==> src/rtl/psmac_pkg.sv <==
// Shared constants for the precision-scalable MAC: sign-mode codes and FSM states.
package psmac_pkg;
  localparam logic [1:0] MODE_UU = 2'b00;
  localparam logic [1:0] MODE_US = 2'b01;
  localparam logic [1:0] MODE_SU = 2'b10;
  localparam logic [1:0] MODE_SS = 2'b11;

  typedef enum logic [1:0] {
    ST_IDLE = 2'd0,
    ST_CALC = 2'd1,
    ST_DONE = 2'd2
  } psmac_state_e;
endpackage

==> src/rtl/psmac_seq_digit_mul2.sv <==
// Combinational 2x2-bit digit multiply; each digit independently signed or unsigned.
module digit_mul2 (
  input  logic       a_signed,
  input  logic       b_signed,
  input  logic [1:0] a,
  input  logic [1:0] b,
  output logic [3:0] prod
);
  logic signed [2:0] ax, bx;
  logic signed [5:0] p;

  // A third bit carries the sign (or a zero) so one signed multiply covers all modes.
  // The result always fits in 4 bits: unsigned max 9, signed range -6..4.
  always_comb begin
    ax   = {a_signed & a[1], a};
    bx   = {b_signed & b[1], b};
    p    = 6'(ax * bx);
    prod = p[3:0];
  end
endmodule

==> src/rtl/psmac_seq.sv <==
// Iterative precision-scalable MAC: one 2x2 digit product per cycle into a wrapping accumulator.
module psmac_seq
  import psmac_pkg::*;
#(
  parameter int WIDTH = 8,
  parameter int ACC_W = 24
) (
  input  logic             clk,
  input  logic             rst_n,
  input  logic             in_valid,
  output logic             in_ready,
  input  logic [WIDTH-1:0] a,
  input  logic [WIDTH-1:0] b,
  input  logic [1:0]       sel,
  input  logic             acc_clr,
  output logic             out_valid,
  input  logic             out_ready,
  output logic [ACC_W-1:0] acc_out
);
  localparam int D  = WIDTH / 2;
  localparam int IW = (D > 1) ? $clog2(D) : 1;
  localparam int SW = $clog2(2 * WIDTH);

  psmac_state_e     state_q, state_d;
  logic [IW-1:0]    i_q, i_d, j_q, j_d;
  logic [WIDTH-1:0] a_q, a_d, b_q, b_d;
  logic [1:0]       sel_q, sel_d;
  logic [ACC_W-1:0] acc_q, acc_d;

  logic [1:0]       a_dig, b_dig;
  logic             a_sgn, b_sgn, last_i, last_j;
  logic [3:0]       prod;
  logic [ACC_W-1:0] prod_ext, addend;
  logic [SW-1:0]    sh_amt;

  always_comb begin
    last_i = (i_q == IW'(D - 1));
    last_j = (j_q == IW'(D - 1));
    a_dig  = 2'(a_q >> {i_q, 1'b0});
    b_dig  = 2'(b_q >> {j_q, 1'b0});
    // Only the most significant digit of a signed operand carries the sign weight.
    a_sgn  = sel_q[1] & last_i;
    b_sgn  = sel_q[0] & last_j;
  end

  digit_mul2 u_mul (
    .a_signed (a_sgn),
    .b_signed (b_sgn),
    .a        (a_dig),
    .b        (b_dig),
    .prod     (prod)
  );

  always_comb begin
    prod_ext = {{(ACC_W-4){(a_sgn | b_sgn) & prod[3]}}, prod};
    sh_amt   = SW'({i_q, 1'b0}) + SW'({j_q, 1'b0});
    addend   = prod_ext << sh_amt;
  end

  always_comb begin
    state_d = state_q;
    i_d     = i_q;
    j_d     = j_q;
    a_d     = a_q;
    b_d     = b_q;
    sel_d   = sel_q;
    acc_d   = acc_q;
    unique case (state_q)
      ST_IDLE: begin
        if (in_valid) begin
          a_d     = a;
          b_d     = b;
          sel_d   = sel;
          acc_d   = acc_clr ? '0 : acc_q;
          i_d     = '0;
          j_d     = '0;
          state_d = ST_CALC;
        end
      end
      ST_CALC: begin
        acc_d = acc_q + addend;
        if (last_j) begin
          j_d = '0;
          if (last_i) state_d = ST_DONE;
          else        i_d     = i_q + 1'b1;
        end else begin
          j_d = j_q + 1'b1;
        end
      end
      ST_DONE: begin
        if (out_ready) state_d = ST_IDLE;
      end
      default: state_d = ST_IDLE;
    endcase
  end

  always_ff @(posedge clk or negedge rst_n) begin
    if (!rst_n) begin
      state_q <= ST_IDLE;
      i_q     <= '0;
      j_q     <= '0;
      a_q     <= '0;
      b_q     <= '0;
      sel_q   <= MODE_UU;
      acc_q   <= '0;
    end else begin
      state_q <= state_d;
      i_q     <= i_d;
      j_q     <= j_d;
      a_q     <= a_d;
      b_q     <= b_d;
      sel_q   <= sel_d;
      acc_q   <= acc_d;
    end
  end

  assign in_ready  = (state_q == ST_IDLE);
  assign out_valid = (state_q == ST_DONE);
  assign acc_out   = acc_q;
endmodule
==> config.mk <==
export PLATFORM = sky130hd
export DESIGN_NAME = psmac_seq
export DESIGN_NICKNAME = d
export VERILOG_FILES = /design/src/rtl/psmac_pkg.sv /design/src/rtl/psmac_seq_digit_mul2.sv /design/src/rtl/psmac_seq.sv
export SDC_FILE = /design/constraint.sdc
export NUM_CORES = 1
export LEC_CHECK = 0
export ABC_AREA = 1
export CAP_MARGIN = 40
export CORE_MARGIN = 5
export CORE_UTILIZATION = 45
export DETAILED_ROUTE_END_ITERATION = 6
export MAX_ROUTING_LAYER = met4
export PLACE_DENSITY = 0.67
export SYNTH_ARGS = -nofsm -noshare
export SYNTH_HDL_FRONTEND = slang
export SYNTH_SLANG_ARGS = --single-unit
==> constraint.sdc <==
create_clock -name clk -period 8.2 [get_ports clk]
set_input_delay 0.82 -clock clk [delete_from_list [all_inputs] [get_ports clk]]
set_output_delay 0.82 -clock clk [all_outputs]
set_load 0.005 [all_outputs]
==> results of run 1 <==
-- flip-flops by register name, summed over array words and instances, names as in the netlist --
register / count
j_q: 2
a_q: 8
acc_out: 24
b_q: 8
state_q: 2
i_q: 2
sel_q: 2
-- cells by family after synthesis --
kind of cell             synth area share (%)
AO/OA/AOI/OAI                           17.52
adder cells (fa/ha/maj)                 11.06
flip-flops                              31.79
XOR/XNOR                                1.854
AND/OR/NAND/NOR                         32.42
buffers and inverters                   5.364
-- layout by cell type, fill, tap and decap left out, types with 6 or more instances in the layout --
cell type and count:
nand2_1 170, dfrtp_1 48, clkdlybuf4s50_1 47, nor2_1 39, o21ai_0 37, inv_1 36, a21oi_1 35, nand3_1 29
ha_1 27, o21ai_1 9, nand4_1 8, a21oi_2 7, a21o_1 7, nand3_2 6, nand2_2 6, nor3_1 6
-- worst paths after layout --
path,startpoint,slack [ns],end
max,i_q[1]$_DFFE_PN0P_,3.24,acc_out[18]$_DFFE_PN0P_
min,rst_n,0.48,acc_out[11]$_DFFE_PN0P_
max reg2reg,i_q[1]$_DFFE_PN0P_,3.24,acc_out[18]$_DFFE_PN0P_
min reg2reg,b_q[3]$_DFFE_PN0P_,0.50,b_q[3]$_DFFE_PN0P_
max in group asynchronous,rst_n,7.20,b_q[7]$_DFFE_PN0P_
min in group clk,b_q[3]$_DFFE_PN0P_,0.50,b_q[3]$_DFFE_PN0P_
-- stage by stage --
step           setup slack [ns]  power, mW
3_5_place_dp              3.253      1.851
2_1_floorplan             3.924      1.436
5_1_grt                   2.743      2.242
6_report                  3.236      2.023
3_3_place_gp              3.374      1.823
4_1_cts                   3.228      2.034
-- synthesized netlist by cell type (all sizes together) --
| library cell | n | share of area (%) |
|---|---|---|
| a32o | 1 | 0.26 |
| clkbuf | 8 | 0.79 |
| and2 | 1 | 0.17 |
| o32ai | 1 | 0.23 |
| a211oi | 1 | 0.20 |
| or2 | 4 | 0.73 |
| inv | 42 | 4.2 |
| nor2 | 42 | 4.5 |
| a21boi | 3 | 0.60 |
| a21oi | 42 | 6.2 |
| clkinv | 2 | 0.20 |
| nor4 | 1 | 0.17 |
| ha | 27 | 8.9 |
| xor2 | 5 | 1.2 |
| o211ai | 1 | 0.20 |
| dfrtp | 48 | 32 |
| a221oi | 1 | 0.23 |
| o21ai | 48 | 6.6 |
| o21a | 1 | 0.20 |
| nand4 | 8 | 1.3 |
| nand3b | 1 | 0.20 |
| xnor2 | 3 | 0.70 |
| a21o | 7 | 1.4 |
| nand2 | 177 | 18 |
| nor3 | 6 | 0.79 |
| a22o | 3 | 0.70 |
| buf | 1 | 0.13 |
| o21bai | 4 | 0.79 |
| fa | 4 | 2.1 |
| nand3 | 37 | 6.4 |
-- layer usage --
| layer | up-vias | GRT usage, % | part of all wire [%] |
|---|---|---|---|
| li1 | 1865 | - | - |
| met1 | 1675 | 24.52 | 44 |
| met2 | 87 | 34.66 | 50 |
| met3 | 17 | 2.686 | 3.8 |
| met4 | 0 | 5.726 | 2.2 |
| met5 | - | - | 0 |
-- layout make-up --
| cell class | count | area (um^2) |
|---|---|---|
| multi-input combinational | 429 | 2379 |
| clock buffer | 5 | 68.82 |
| tap | 105 | 131.4 |
| fill | 808 | 3716 |
| inverter | 44 | 167.7 |
| clock inverter | 3 | 42.54 |
| timing repair buffer | 50 | 510.5 |
| sequential | 48 | 1201 |
-- power groups by stage --
stage          logic (mW)  clock network [mW]  registers, mW
6_report             1.39               0.176          0.452
5_1_grt              1.58               0.193          0.470
4_1_cts              1.40               0.184          0.453
3_5_place_dp         1.39                   0          0.458
3_3_place_gp         1.37                   0          0.456
2_1_floorplan        1.00                   0          0.436
-- worst reg2reg max path: cells and delay by family, from the launching register on --
| family | cells | cell delay (ns) |
|---|---|---|
| buf+inv | 2 | 0.18 |
| fa+ha+maj | 4 | 1.50 |
| simple gates | 10 | 0.95 |
| flops | 1 | 0.50 |
| compound gates | 6 | 1.51 |
| xor+xnor | 1 | 0.24 |
==> flow_summary.ini, run 1 <==
[timing]
max_freq_mhz = 201.4
setup_viol = 0
clock_skew_ns = 0.009957
period_minus_slack_ns = 4.964
holdWs_ns = 0.4750
slew_violations = 0
tightest_slew_ns = 0.8055
finalHoldViolations = 0
fin_crit_sh_pct = 60.54
rsz0062_at_grt = no
slew_headroom_pct = 46.14
finalSetupTns_ns = 0

[placed_design]
place_hpwl_um = 7882
io_buffers = 48
placed_cell_area_um2 = 4389
dp.cells = 676
gp_congestion = 0.9141

[grt]
grt_max_degree = 29
grt_pass1_vias = 3630
antenna_found_initial = 0
grt_first_pass_wirelength_um = 16340
grt_use_total_pct = 20.09
grt-ovfl-total = 0

[finish]
antenna_cells = 0
fin_util_pct = 54.77
fin_cells = 684
area_growth_pct = 19.11
layout-drive-gt1-share_pct = 8.117
nets = 632
design_area_um2 = 4501

[floorplanning]
die_height_um = 101.6
dieWidth_um = 101.6
design.die.area_um2 = 10330
rows = 33
initial_utilization_pct = 45.99
io-pin-count = 49
coreArea_um2 = 8217

[pwr]
power_density_nw_per_um2 = 449.4
netSwitchingPower_mw = 1.040
power_frac_seq_pct = 22.3
irDropWorstVdd_mv = 0.1654
power_switching_share_pct = 51.43
pwr-share-comb_pct = 68.9
leakagePower_nw = 2.230
p_int_mw = 0.9824
clkPwrFrac_pct = 8.7

[worst_setup_path]
cp_max_fo = 7
crit_top_cell = nand2_1
crit_buf_inv = 2
cp.depth = 23
crit_arrival_ns = 5.20
ff2ff_path_depth = 23
slowest_delay_ns = 0.56
cp-start-kind = flop
critPathCaptureType = flop
worstPathRequired_ns = 8.43
crit_family = compound AO/OA/AOI/OAI gates
crit_type = flop to flop
cpMaxStageDelayCell = a21boi_0
path_cells = ha_1 > nand2_1 > inv_1 > nand3_2 > fa_1 > fa_1 > xnor2_1 > inv_1 > nand2_2 > nand2_2 > nand2_4 > nand2_1 > nor2_1 > nand2_1 > a21oi_1 > ha_1 > a21oi_1 > a21boi_0 > o21ai_1 > a21o_1 > nand2_1 > nand2_1 > o21ai_0

[clocking]
clockBufferDepth = 2
cts_tree = yes
htreeDepth = 2
cts_buffers = 5
cts.sinks = 48
cts-root-buf = clkbuf_8
cts.reportedPaths.clkPinSlew_ns = 0.10
cts_setup_buffers = 0
cts_hold_buffers = 0
clock_latency_ns = 0.31
cts_resized = 0

[logic_synthesis]
seq_area_frac_synth_pct = 31.79
synth.avg_cell_area_um2 = 7.129
ys_ff_latch = 48
syn-cell-area_um2 = 3779
synth_cells = 530
syn-num-nets = 584
ys_warn_count = 0
ys_types = 44

[detailed_routing]
finalWirelength_um = 9616
drt_iter0_markers = 208
vias_per_cell = 5.327
antenna_left = 0
post_drt_wl_per_cell_um = 14.06
drc = 0
drtPass1Iterations = 5
vias = 3644

[flow_run]
cap_violations = 0

[run_status]
status = complete, no violations

[hold_path]
hp-class = primary input to asynchronous set/reset pin
(Power assumes the default switching activity.)
==> inputs of run 2 (changes only) <==
- clock period: 8.2 -> 5.2 ns (I/O delays scaled with it)
==> flow_summary.ini, run 2 (synthesis results as in run 1) <==
[clocking]
cts_tree = yes
cts_buffers = 5
clock_latency_ns = 0.32
cts.sinks = 48
clockBufferDepth = 2
cts_setup_buffers = 0
cts-root-buf = clkbuf_8
cts.reportedPaths.clkPinSlew_ns = 0.11
htreeDepth = 2

[grt]
grt_first_pass_wirelength_um = 16720
grt_use_total_pct = 20.68
grt_max_degree = 29
grt-ovfl-total = 0
grt_pass1_vias = 3661
antenna_found_initial = 0

[placed_design]
io_buffers = 48
place_hpwl_um = 7897
gp_congestion = 0.9183

[finish]
layout-drive-gt1-share_pct = 9.138
fin_util_pct = 55.03
nets = 633
final_cell_mix = nand2_1, clkdlybuf4s50_1, dfrtp_1, nor2_1
area_growth_pct = 19.67
n_fill_cell = 787
largest_reg_flops = 24
antenna_cells = 0
final_common_cell = nand2_1

[timing]
setup_viol = 0
fin_crit_sh_pct = 91.70
finalHoldViolations = 0
rsz0062_at_grt = no
holdWs_ns = 0.1611
slew_violations = 0
slew_headroom_pct = 46.34
finalSetupTns_ns = 0
clock_skew_ns = 0.01217
tightest_slew_ns = 0.8025
period_minus_slack_ns = 4.768
max_freq_mhz = 209.7

[detailed_routing]
drt_iter0_markers = 192
vias_per_cell = 5.241
vias = 3590
antenna_left = 0
finalWirelength_um = 9749
drc = 0
post_drt_wl_per_cell_um = 14.23
drtPass1Iterations = 4

[pwr]
power_switching_share_pct = 51.54
power_frac_seq_pct = 22.1
p_total_mw = 3.223
clkPwrFrac_pct = 9.1
pwr-share-comb_pct = 68.8
leakagePower_nw = 2.235
power_density_nw_per_um2 = 712.7
netSwitchingPower_mw = 1.661
p_int_mw = 1.562
irDropWorstVdd_mv = 0.3091

[worst_setup_path]
crit_type = flop to flop
critPathCaptureType = flop
cp-start-kind = flop
worstPathRequired_ns = 5.44
crit_arrival_ns = 5.01
cp_max_fo = 8

[floorplanning]
io-pin-count = 49
dieWidth_um = 101.6
design.die.area_um2 = 10330
coreArea_um2 = 8217
rows = 33
die_height_um = 101.6
initial_utilization_pct = 45.99

[hold_path]
hp-class = primary input to asynchronous set/reset pin

[flow_run]
cap_violations = 0

[run_status]
status = complete, no violations
[run 2: worst paths after layout]
kind / end / slack [ns] / start / cells after the start
worst min-delay path: acc_out[11]$_DFFE_PN0P_ / 0.16 / rst_n / 1
worst max-delay path: acc_out[19]$_DFFE_PN0P_ / 0.43 / i_q[0]$_DFFE_PN0P_ / 26
max in group asynchronous: j_q[0]$_DFFE_PN0P_ / 4.49 / rst_n / 2
worst min register to register: sel_q[1]$_DFFE_PN0P_ / 0.49 / sel_q[1]$_DFFE_PN0P_ / 2
min in group clk: sel_q[1]$_DFFE_PN0P_ / 0.49 / sel_q[1]$_DFFE_PN0P_ / 2
worst max register to register: acc_out[19]$_DFFE_PN0P_ / 0.43 / i_q[0]$_DFFE_PN0P_ / 26
[run 2: metal layers]
layer	GRT usage, %	up-vias	wire [um]
li1	-	1868	-
met1	25.24	1647	4322
met2	36.02	69	4942
met3	2.893	6	395
met4	5.010	0	89
met5	-	-	0
[run 2: metrics by stage]
stage               std cells  cell area [um^2]  setup slack, ns
floorplan                 530              3779           0.9238
global placement          675              4362           0.4766
detailed placement        677              4397           0.3599
CTS                       685              4513           0.3357
global route              685              4522         0.007560
finish                    685              4522           0.4317
[run 2: final cells by class]
cell class	instances	area, um^2	area share (%)
timing repair buffer	51	518.0	11.46
tap	105	131.4	2.905
clock inverter	3	47.55	1.051
multi-input combinational	429	2382	52.68
clock buffer	5	68.82	1.522
inverter	44	167.7	3.708
sequential	48	1206	26.67
[run 2: worst max-delay path, stage by stage, from the launching register on]
cell and delay (ns):
dfrtp_2 0.48, inv_2 0.11, nand2_1 0.09, nand2_1 0.07, nand2_1 0.06, nand2_2 0.11
nand3_2 0.11, fa_1 0.52, fa_1 0.45, xnor2_1 0.22, nand3_2 0.14, nand2_2 0.11
nand2_4 0.07, nand3_4 0.10, inv_2 0.08, or2_4 0.25, inv_4 0.10, a21oi_2 0.04
ha_1 0.39, a21oi_1 0.24, o21ai_0 0.20, nor2_1 0.14, nand3_1 0.15, a21o_1 0.22
nand2_1 0.06, nand2_1 0.05, o21ai_1 0.14
[run 2: power by group through the flow]
stage          clock (mW)  combinational [mW]  sequential (mW)
4_1_cts             0.306                2.21            0.710
5_1_grt             0.318                2.52            0.740
3_3_place_gp            0                2.16            0.719
3_5_place_dp            0                2.20            0.718
6_report            0.292                2.22            0.714
2_1_floorplan           0                1.58            0.687
[run 2: timing repair]
action,in CTS,in global routing
hold buffers,0,0
resized for setup,0,6
endpoints found under the setup margin,0,8
==> inputs of run 3 (changes only) <==
- CELL_PAD_IN_SITES_DETAIL_PLACEMENT: not set -> 1
- CELL_PAD_IN_SITES_GLOBAL_PLACEMENT: not set -> 2
- CORE_UTILIZATION: 45 -> 32
- CTS_CLUSTER_SIZE: not set -> 40
- PLACE_DENSITY: 0.67 -> not set
- PLACE_DENSITY_LB_ADDON: not set -> 0.1
- RECOVER_POWER: not set -> 25
==> flow_summary.ini, run 3 (synthesis results as in run 1) <==
[run_status]
status = complete, but fails checks
violations = capacitance limit, slew limit

[timing]
period_minus_slack_ns = 4.792
tightest_slew_ns = 2.703
setup_slack_ns = 0.4079
slew_headroom_pct = -80.19
finalHoldViolations = 0
rsz0062_at_grt = no
fin_crit_sh_pct = 92.16
finalSetupTns_ns = 0
max_freq_mhz = 208.7
clock_skew_ns = 0.007114
setup_viol = 0
slew_violations = 49

[detailed_routing]
post_drt_wl_per_cell_um = 16.09
drtPass1Iterations = 4
vias_per_cell = 5.043
drt_iter0_markers = 124
drc = 0
finalWirelength_um = 11700
vias = 3666
antenna_left = 0

[placed_design]
dp_slack_ns = 0.2371
gp_congestion = 0.8396
place_hpwl_um = 9503
placed_cell_area_um2 = 4432
io_buffers = 48

[pwr]
leakagePower_nw = 2.267
p_total_mw = 3.404
power_density_nw_per_um2 = 734.3
irDropWorstVdd_mv = 0.2162

[grt]
grt_use_total_pct = 18.03
grt_first_pass_wirelength_um = 20100
grt_pass1_vias = 3988
grt_max_degree = 49
grt-ovfl-total = 0
antenna_found_initial = 0

[clocking]
cts.sinks = 48
htreeDepth = 2
cts_tree = yes
cts-root-buf = clkbuf_16
clockBufferDepth = 2
clock_latency_ns = 0.30
cts.reportedPaths.clkPinSlew_ns = 0.07
cts_buffers = 5

[finish]
final_cell_mix = nand2_1, clkdlybuf4s50_1, dfrtp_1, nor2_1, o21ai_0
layout-drive-gt1-share_pct = 9.932
fin_util_pct = 40.25
largest_reg_flops = 24
antenna_cells = 0
nets = 637
final_common_cell = nand2_1
area_growth_pct = 22.68
design_area_um2 = 4636

[worst_setup_path]
r2r_end = acc_out[23]$_DFFE_PN0P_
crit_arrival_ns = 5.03
crit_top_cell = nand2_1
worstPathRequired_ns = 5.44
ff2ff_path_depth = 25
cp-start-kind = flop
crit_type = flop to flop
reg2reg_from = i_q[0]$_DFFE_PN0P_
crit_family = simple AND/OR/NAND/NOR gates
cpMaxStageDelayCell = fa_1
r2r_setup_slack_ns = 0.41
slowest_delay_ns = 0.52
crit_buf_inv = 4
cp_max_fo = 8
critPathCaptureType = flop

[hold_path]
hold_path_end = a_q[2]$_DFFE_PN0P_
hp-class = flop to flop
hold_depth = 2
hold_start = a_q[2]$_DFFE_PN0P_

[floorplanning]
coreArea_um2 = 11520
design.die.area_um2 = 14080
rows = 39
dieWidth_um = 118.7
initial_utilization_pct = 32.81
io-pin-count = 49
die_height_um = 118.7

[flow_run]
cap_violations = 1
[run 3: cell count changes in the layout (fill, tap and decap cells not counted), moves of 2 or more]
cell,delta
inv_6,+2
a21oi_2,+2
a21oi_1,-2
clkbuf_16,+5
buf_4,+4
clkinv_4,-2
clkbuf_8,-4
[run 3: cell type report]
| cell class | instances | area (um^2) |
|---|---|---|
| Fill cell | 1438 | 6880 |
| Multi-Input combinational cell | 429 | 2390 |
| Sequential cell | 48 | 1206 |
| Timing Repair Buffer | 55 | 536.8 |
| Tap cell | 143 | 178.9 |
| Inverter | 44 | 167.7 |
| Clock buffer | 6 | 138.9 |
| Clock inverter | 2 | 17.52 |
[run 3: worst reg2reg max path: stages, from the launching register on]
cell	delay, ns
dfrtp_2	0.47
ha_1	0.23
nand2_1	0.11
inv_1	0.11
nand3_2	0.12
fa_1	0.52
fa_1	0.44
xnor2_1	0.22
nand3_2	0.15
nand2_2	0.11
nand2_4	0.07
nand3_4	0.10
inv_2	0.08
or2_4	0.26
inv_4	0.10
a21oi_2	0.05
ha_1	0.43
nand2_1	0.10
o21ai_0	0.26
a21oi_1	0.14
or2_2	0.29
nand3_1	0.10
inv_1	0.06
nand2_1	0.07
nand3_1	0.06
nand2_1	0.09
[run 3: worst max path at each step]
stage,from,slack [ns],end,cells after the start
5_1_grt,i_q[0]$_DFFE_PN0P_,0.01,acc_out[18]$_DFFE_PN0P_,24
3_3_place_gp,i_q[1]$_DFFE_PN0P_,0.24,acc_out[16]$_DFFE_PN0P_,26
2_1_floorplan,i_q[1]$_DFFE_PN0P_,0.92,acc_out[23]$_DFFE_PN0P_,24
6_report,i_q[0]$_DFFE_PN0P_,0.41,acc_out[23]$_DFFE_PN0P_,25
4_1_cts,i_q[1]$_DFFE_PN0P_,0.22,acc_out[18]$_DFFE_PN0P_,24
3_5_place_dp,i_q[1]$_DFFE_PN0P_,0.24,acc_out[18]$_DFFE_PN0P_,24
[run 3: timing repair]
item,CTS,global route
hold buffers,0,0
gates resized for setup,0,7
setup buffers,0,3
setup endpoints to repair,0,5
[run 3: routing by layer]
metal,part of all wire [%],GRT usage (%),vias up
li1,-,-,1872
met1,44,21.09,1729
met2,52,32.43,54
met3,2.5,2.961,11
met4,1.5,4.055,0
met5,0,-,-
[run 3: power by group]
group | internal, mW | total [mW] | switching (mW)
Sequential | 0.562 | 0.719 | 0.157
Clock | 0.195 | 0.356 | 0.160
Combinational | 0.882 | 2.33 | 1.45
[run 3: per-stage QoR]
stage	hold slack (ns)	instances
3_3_place_gp	0.4682	716
6_report	0.4829	727
4_1_cts	0.3552	724
3_5_place_dp	0.4685	716
2_1_floorplan	0.2244	530
5_1_grt	0.5214	727
